## src/rtl/cpu_cmd_driver.sv

```systemverilog
// cpu_cmd_driver: queues host control words, applies each to the CPU, and returns the captured output and flags
module cpu_cmd_driver #(
    parameter int         CMD_DEPTH = 4,
    parameter logic [5:0] IDLE_CTRL = 6'h00
) (
    input  logic        clk_i,
    input  logic        rst_i,
    input  logic        cmd_valid_i,
    output logic        cmd_ready_o,
    input  logic [5:0]  cmd_ctrl_i,
    input  logic [3:0]  cmd_wait_i,
    output logic [7:0]  ctrl_o,
    input  logic [7:0]  cpu_out_i,
    input  logic [3:0]  cpu_flags_i,
    output logic        rsp_valid_o,
    input  logic        rsp_ready_i,
    output logic [11:0] rsp_data_o,
    output logic        busy_o,
    output logic [7:0]  rsp_count_o
);
    localparam int AW = $clog2(CMD_DEPTH);
    typedef enum logic [1:0] {IDLE, SETTLE, RESPOND} state_t;
    state_t state, state_nx;
    logic [9:0] mem [CMD_DEPTH];
    logic [AW-1:0] wr_ptr, rd_ptr;
    logic [AW:0] count;
    logic [3:0] cnt;
    logic push, pop, capture, done;
    assign cmd_ready_o = count != (AW+1)'(CMD_DEPTH);
    assign push = cmd_valid_i && cmd_ready_o;
    assign pop = state == IDLE && count != '0;
    assign capture = state == SETTLE && cnt == '0;
    assign done = state == RESPOND && rsp_ready_i;
    assign busy_o = state != IDLE || count != '0;
    always_comb begin
        state_nx = state;
        state_nx = pop ? SETTLE : capture ? RESPOND : done ? IDLE : state;
    end
    always_ff @(posedge clk_i) begin
        if (rst_i) state <= IDLE;
        else state <= state_nx;
    end
    always_ff @(posedge clk_i) begin
        if (push) mem[wr_ptr] <= {cmd_wait_i, cmd_ctrl_i};
    end
    always_ff @(posedge clk_i) begin
        if (rst_i) begin
            wr_ptr      <= '0;
            rd_ptr      <= '0;
            count       <= '0;
            cnt         <= '0;
            ctrl_o      <= {2'b00, IDLE_CTRL};
            rsp_valid_o <= 1'b0;
            rsp_data_o  <= '0;
            rsp_count_o <= '0;
        end else begin
            if (push) wr_ptr <= wr_ptr + 1'b1;
            if (pop) begin
                rd_ptr <= rd_ptr + 1'b1;
                ctrl_o <= {2'b00, mem[rd_ptr][5:0]};
                cnt    <= mem[rd_ptr][9:6];
            end
            if (state == SETTLE && cnt != '0) cnt <= cnt - 1'b1;
            if (capture) begin
                rsp_data_o  <= {cpu_flags_i, cpu_out_i};
                rsp_valid_o <= 1'b1;
                ctrl_o      <= {2'b00, IDLE_CTRL};
            end
            if (done) begin
                rsp_valid_o <= 1'b0;
                rsp_count_o <= rsp_count_o + 1'b1;
            end
            count <= count + (AW+1)'(push) - (AW+1)'(pop);
        end
    end
endmodule

```

## config.mk

```make
export PLATFORM = sky130hd
export DESIGN_NAME = cpu_cmd_driver
export DESIGN_NICKNAME = d
export VERILOG_FILES = /design/src/rtl/cpu_cmd_driver.sv
export SDC_FILE = /design/constraint.sdc
export NUM_CORES = 1
export LEC_CHECK = 0
export ABC_AREA = 1
export BUFFER_PORTS_ARGS = -buffer_cell sky130_fd_sc_hd__buf_2
export CAP_MARGIN = 15
export CORE_UTILIZATION = 60
export DETAILED_ROUTE_END_ITERATION = 16
export MAX_ROUTING_LAYER = met4
export PLACE_DENSITY = 0.95
export SLEW_MARGIN = 5
export SYNTH_ARGS = -nofsm -noshare
export SYNTH_HDL_FRONTEND = slang
export SYNTH_SLANG_ARGS = --single-unit
```

## constraint.sdc

```tcl
create_clock -name clk_i -period 4.8 [get_ports clk_i]
set_input_delay 0.48 -clock clk_i [delete_from_list [all_inputs] [get_ports clk_i]]
set_output_delay 0.48 -clock clk_i [all_outputs]
set_load 0.01 [all_outputs]
```

==> metrics.txt <==
status finished, final reports clean; largest net degree at the start of global routing 26; Worst Max-Slew Pin Slew 0.971 ns; final hold vios 0; # IOs 57; largest family of logic cells by synthesized area simple AND/OR/NAND/NOR gates; fraction of the mapped netlist area in simple logic gates approximately a fifth; Final Routed Wirelength around 6700 um; total grt overflow 0; Worst Path Class, Setup register to register; post-DR wirelength/cell 13.7 um; #FFs+latches synth just over 80; vias in the first global route 2,448; DRC viols 0; CTS Buf Count 9; Pwr Density ~580 mW/mm2; Setup WS pre-CTS 2.62 ns; required time of the critical path 5.04 ns; Core ar. 0.00551 mm2; Endpoint, Worst Hold mem[2][0]; Ant. Diodes 0; Leakage Power between 1.5 and 2 nW; routability cong. ~0.85; Setup violations, final 0; cells on worst reg2reg path 10; hold buffer count at CTS 0; multiplexer area fraction after synthesis 0%; Post-Synth Adder-Cell Area roughly 3.5%; layout cells sized above 1 around a fifth; DR WL met3 approximately 280 um; nets between 400 and 500; Placed Area ~0.0037 mm2; maximum VDD drop 0.359 mV; initial antenna violation count 0; design area 0.00389 mm2; M1 wire length between 2000 and 3000 um; Chip Width roughly 77 um; starting density of the core 62.0%; min cycle time layout 2.21 ns; clock tree from TritonCTS built; Distinct cells, synth 30; maxcap violations 0; Top Layer Used met4; Initial DRT Pass Iterations 4; mapped cell area approximately 0.0034 mm2; I/O Buffers 54; Max Clk Rate 452 MHz; crit end category register; clock net sink count between 80 and 90; CTS root buffer clkbuf_8; RSZ-0062 raised after global routing no; GRT Util Overall about 25%; Critical Path Source Type register; Synth Instances around 360; Hold Path Class input port to register; CTS Buffer Depth 2; CP max FO 13; Worst slew margin a little over a third; final-layout fill cell count ~390; register area share after synthesis 59.8%; worst skew pair latency 0.35 ns; Area growth, synth to finish 13.9%; Hold Crit Depth 1; post-synthesis compound-gate area fraction between 10% and 20%; Worst Hold Launch cmd_ctrl_i[0]; Clock Skews about 0.013 ns; Final HPWL DP roughly 4400 um; DR iter-0 viols approximately 180; setup TNS 0 ns; Final ANT Viol Nets 0; Worst EP arrival roughly 2.5 ns; synthesized area per cell 9.53 um2; row count 27; Vias roughly 2,600; post-CTS setup buffers 0; vias per inst approximately 5.3; first-pass GRT wire length between 10,000 and 15,000 um; Die Y 77.4 um; reg2reg end count[2]; r2r setup slk ~2.6 ns; length of routed met2 wiring roughly 3500 um; reg2reg start count[1]; PostCTS Resize Cnt 0; Setup WS post-layout ~2.6 ns; xor and xnor area share after synthesis between 1 and 1.5%; H-tree levels 3; Warnings, synthesis 0; max-slew violations 0; Die ar. 0.00599 mm2; Tcrit/Tclk final 46.1%; Reg clk slew, reported paths around 0.090 ns
==> worst max path at each step <==
stage	from	endpoint	slack (ns)	cells past startpoint
after detailed placement	count[1]	count[2]	2.62	10
after global placement	count[1]	count[2]	2.72	10
final	count[1]	count[2]	2.59	10
after global routing	count[1]	count[2]	2.35	10
after CTS	count[1]	count[2]	2.59	10
after floorplan	count[1]	count[2]	2.85	11
==> cell families after synthesis <==
family,count (synthesis)
other cells,1
xor+xnor,4
buf+inv,49
flops,82
simple gates,147
compound gates,66
fa+ha+maj,9
==> synthesized netlist by cell type <==
cell type | instances | area, um2
nor2_4 | 1 | 11.3
o22ai_1 | 6 | 37.5
a21oi_2 | 1 | 8.76
buf_6 | 3 | 33.8
clkinv_1 | 1 | 3.75
clkbuf_1 | 1 | 3.75
edfxtp_1 | 40 | 1200
o21bai_1 | 1 | 7.51
nand2_4 | 2 | 22.5
inv_2 | 5 | 18.8
ha_1 | 8 | 100
o21ai_1 | 18 | 90.1
nor2_1 | 70 | 263
buf_2 | 5 | 25.0
inv_1 | 29 | 109
nand2_1 | 50 | 188
nor3_2 | 1 | 10.0
nand3_4 | 1 | 17.5
buf_4 | 3 | 22.5
dfxtp_1 | 42 | 841
fa_1 | 1 | 20.0
nor2_8 | 1 | 20.0
nand2_2 | 4 | 25.0
nand3_1 | 16 | 80.1
nor2_2 | 1 | 6.26
xor2_1 | 4 | 35.0
conb_1 | 1 | 3.75
o21ai_0 | 26 | 130
buf_1 | 2 | 7.51
a21oi_1 | 14 | 70.1
==> power breakdown <==
group          internal [W]  switching (W)
clock network      0.000248       0.000262
registers          0.000881       0.000110
logic              0.000259       0.000483
total               0.00139       0.000856
==> metal layers <==
metal | GRT usage [%] | vias to the layer above
met1 | 27.8 | 1215
met3 | 5.53 | 10
li1 | - | 1276
met4 | 10.6 | 0
met5 | - | -
met2 | 42.2 | 66
==> layout by cell type (no fill, tap or decap) <==
cell type    n
a21oi_1     14
a21oi_2      1
buf_2       54
bufinv_16    1
clkbuf_8     9
clkinv_1     1
clkinv_2     1
clkinvlp_4   1
conb_1       2
dfxtp_1     42
edfxtp_1    40
fa_1         1
ha_1         8
inv_1       29
inv_2        5
inv_6        3
inv_8        1
nand2_1     50
nand2_2      4
nand2_4      2
nand3_1     16
nand3_4      1
nor2_1      70
nor2_2       1
nor2_4       1
nor2_8       1
nor3_2       1
o21ai_0     26
o21ai_1     18
o21bai_1     1
o22ai_1      6
xor2_1       4
==> worst max-delay path, cell delays in order (launching register included) <==
cell     delay, ns
dfxtp_1       0.34
nor2_1        0.19
nand2_1       0.09
nand2_2       0.20
inv_2         0.15
ha_1          0.30
inv_1         0.04
ha_1          0.18
fa_1          0.39
xor2_1        0.17
nor2_1        0.05
==> cell type report <==
| class | instances | area [um2] | area share [%] |
|---|---|---|---|
| inverters | 35 | 131 | 3.38 |
| clock buffers | 9 | 124 | 3.19 |
| well taps | 72 | 90.1 | 2.32 |
| flip-flops and latches | 82 | 2040 | 52.5 |
| multi-input cells | 228 | 1150 | 29.6 |
| repair buffers | 54 | 270 | 6.95 |
| clock inverters | 7 | 80.1 | 2.06 |
==> metrics by stage <==
step | util (%) | instances | total power, W | hold WS, ns
detailed placement | 66.9 | 471 | 0.00173 | 0.477
global placement | 66.9 | 471 | 0.00169 | 0.461
global route | 70.6 | 487 | 0.00240 | 0.329
floorplan | - | 359 | 0.00156 | 0.454
finish | 70.6 | 487 | 0.00224 | 0.336
CTS | 70.6 | 487 | 0.00225 | 0.326
==> state kept, by name, indices dropped and copies added, names as in the netlist, named ones only <==
| name | count |
|---|---|
| mem | 40 |
| rsp_data_o | 12 |
| rsp_count_o | 8 |
| ctrl_o | 6 |
| cnt | 4 |
| count | 3 |
| rd_ptr | 2 |
| state | 2 |
| wr_ptr | 2 |
| rsp_valid_o | 1 |
No activity file was read; power rests on OpenSTA's default activity.
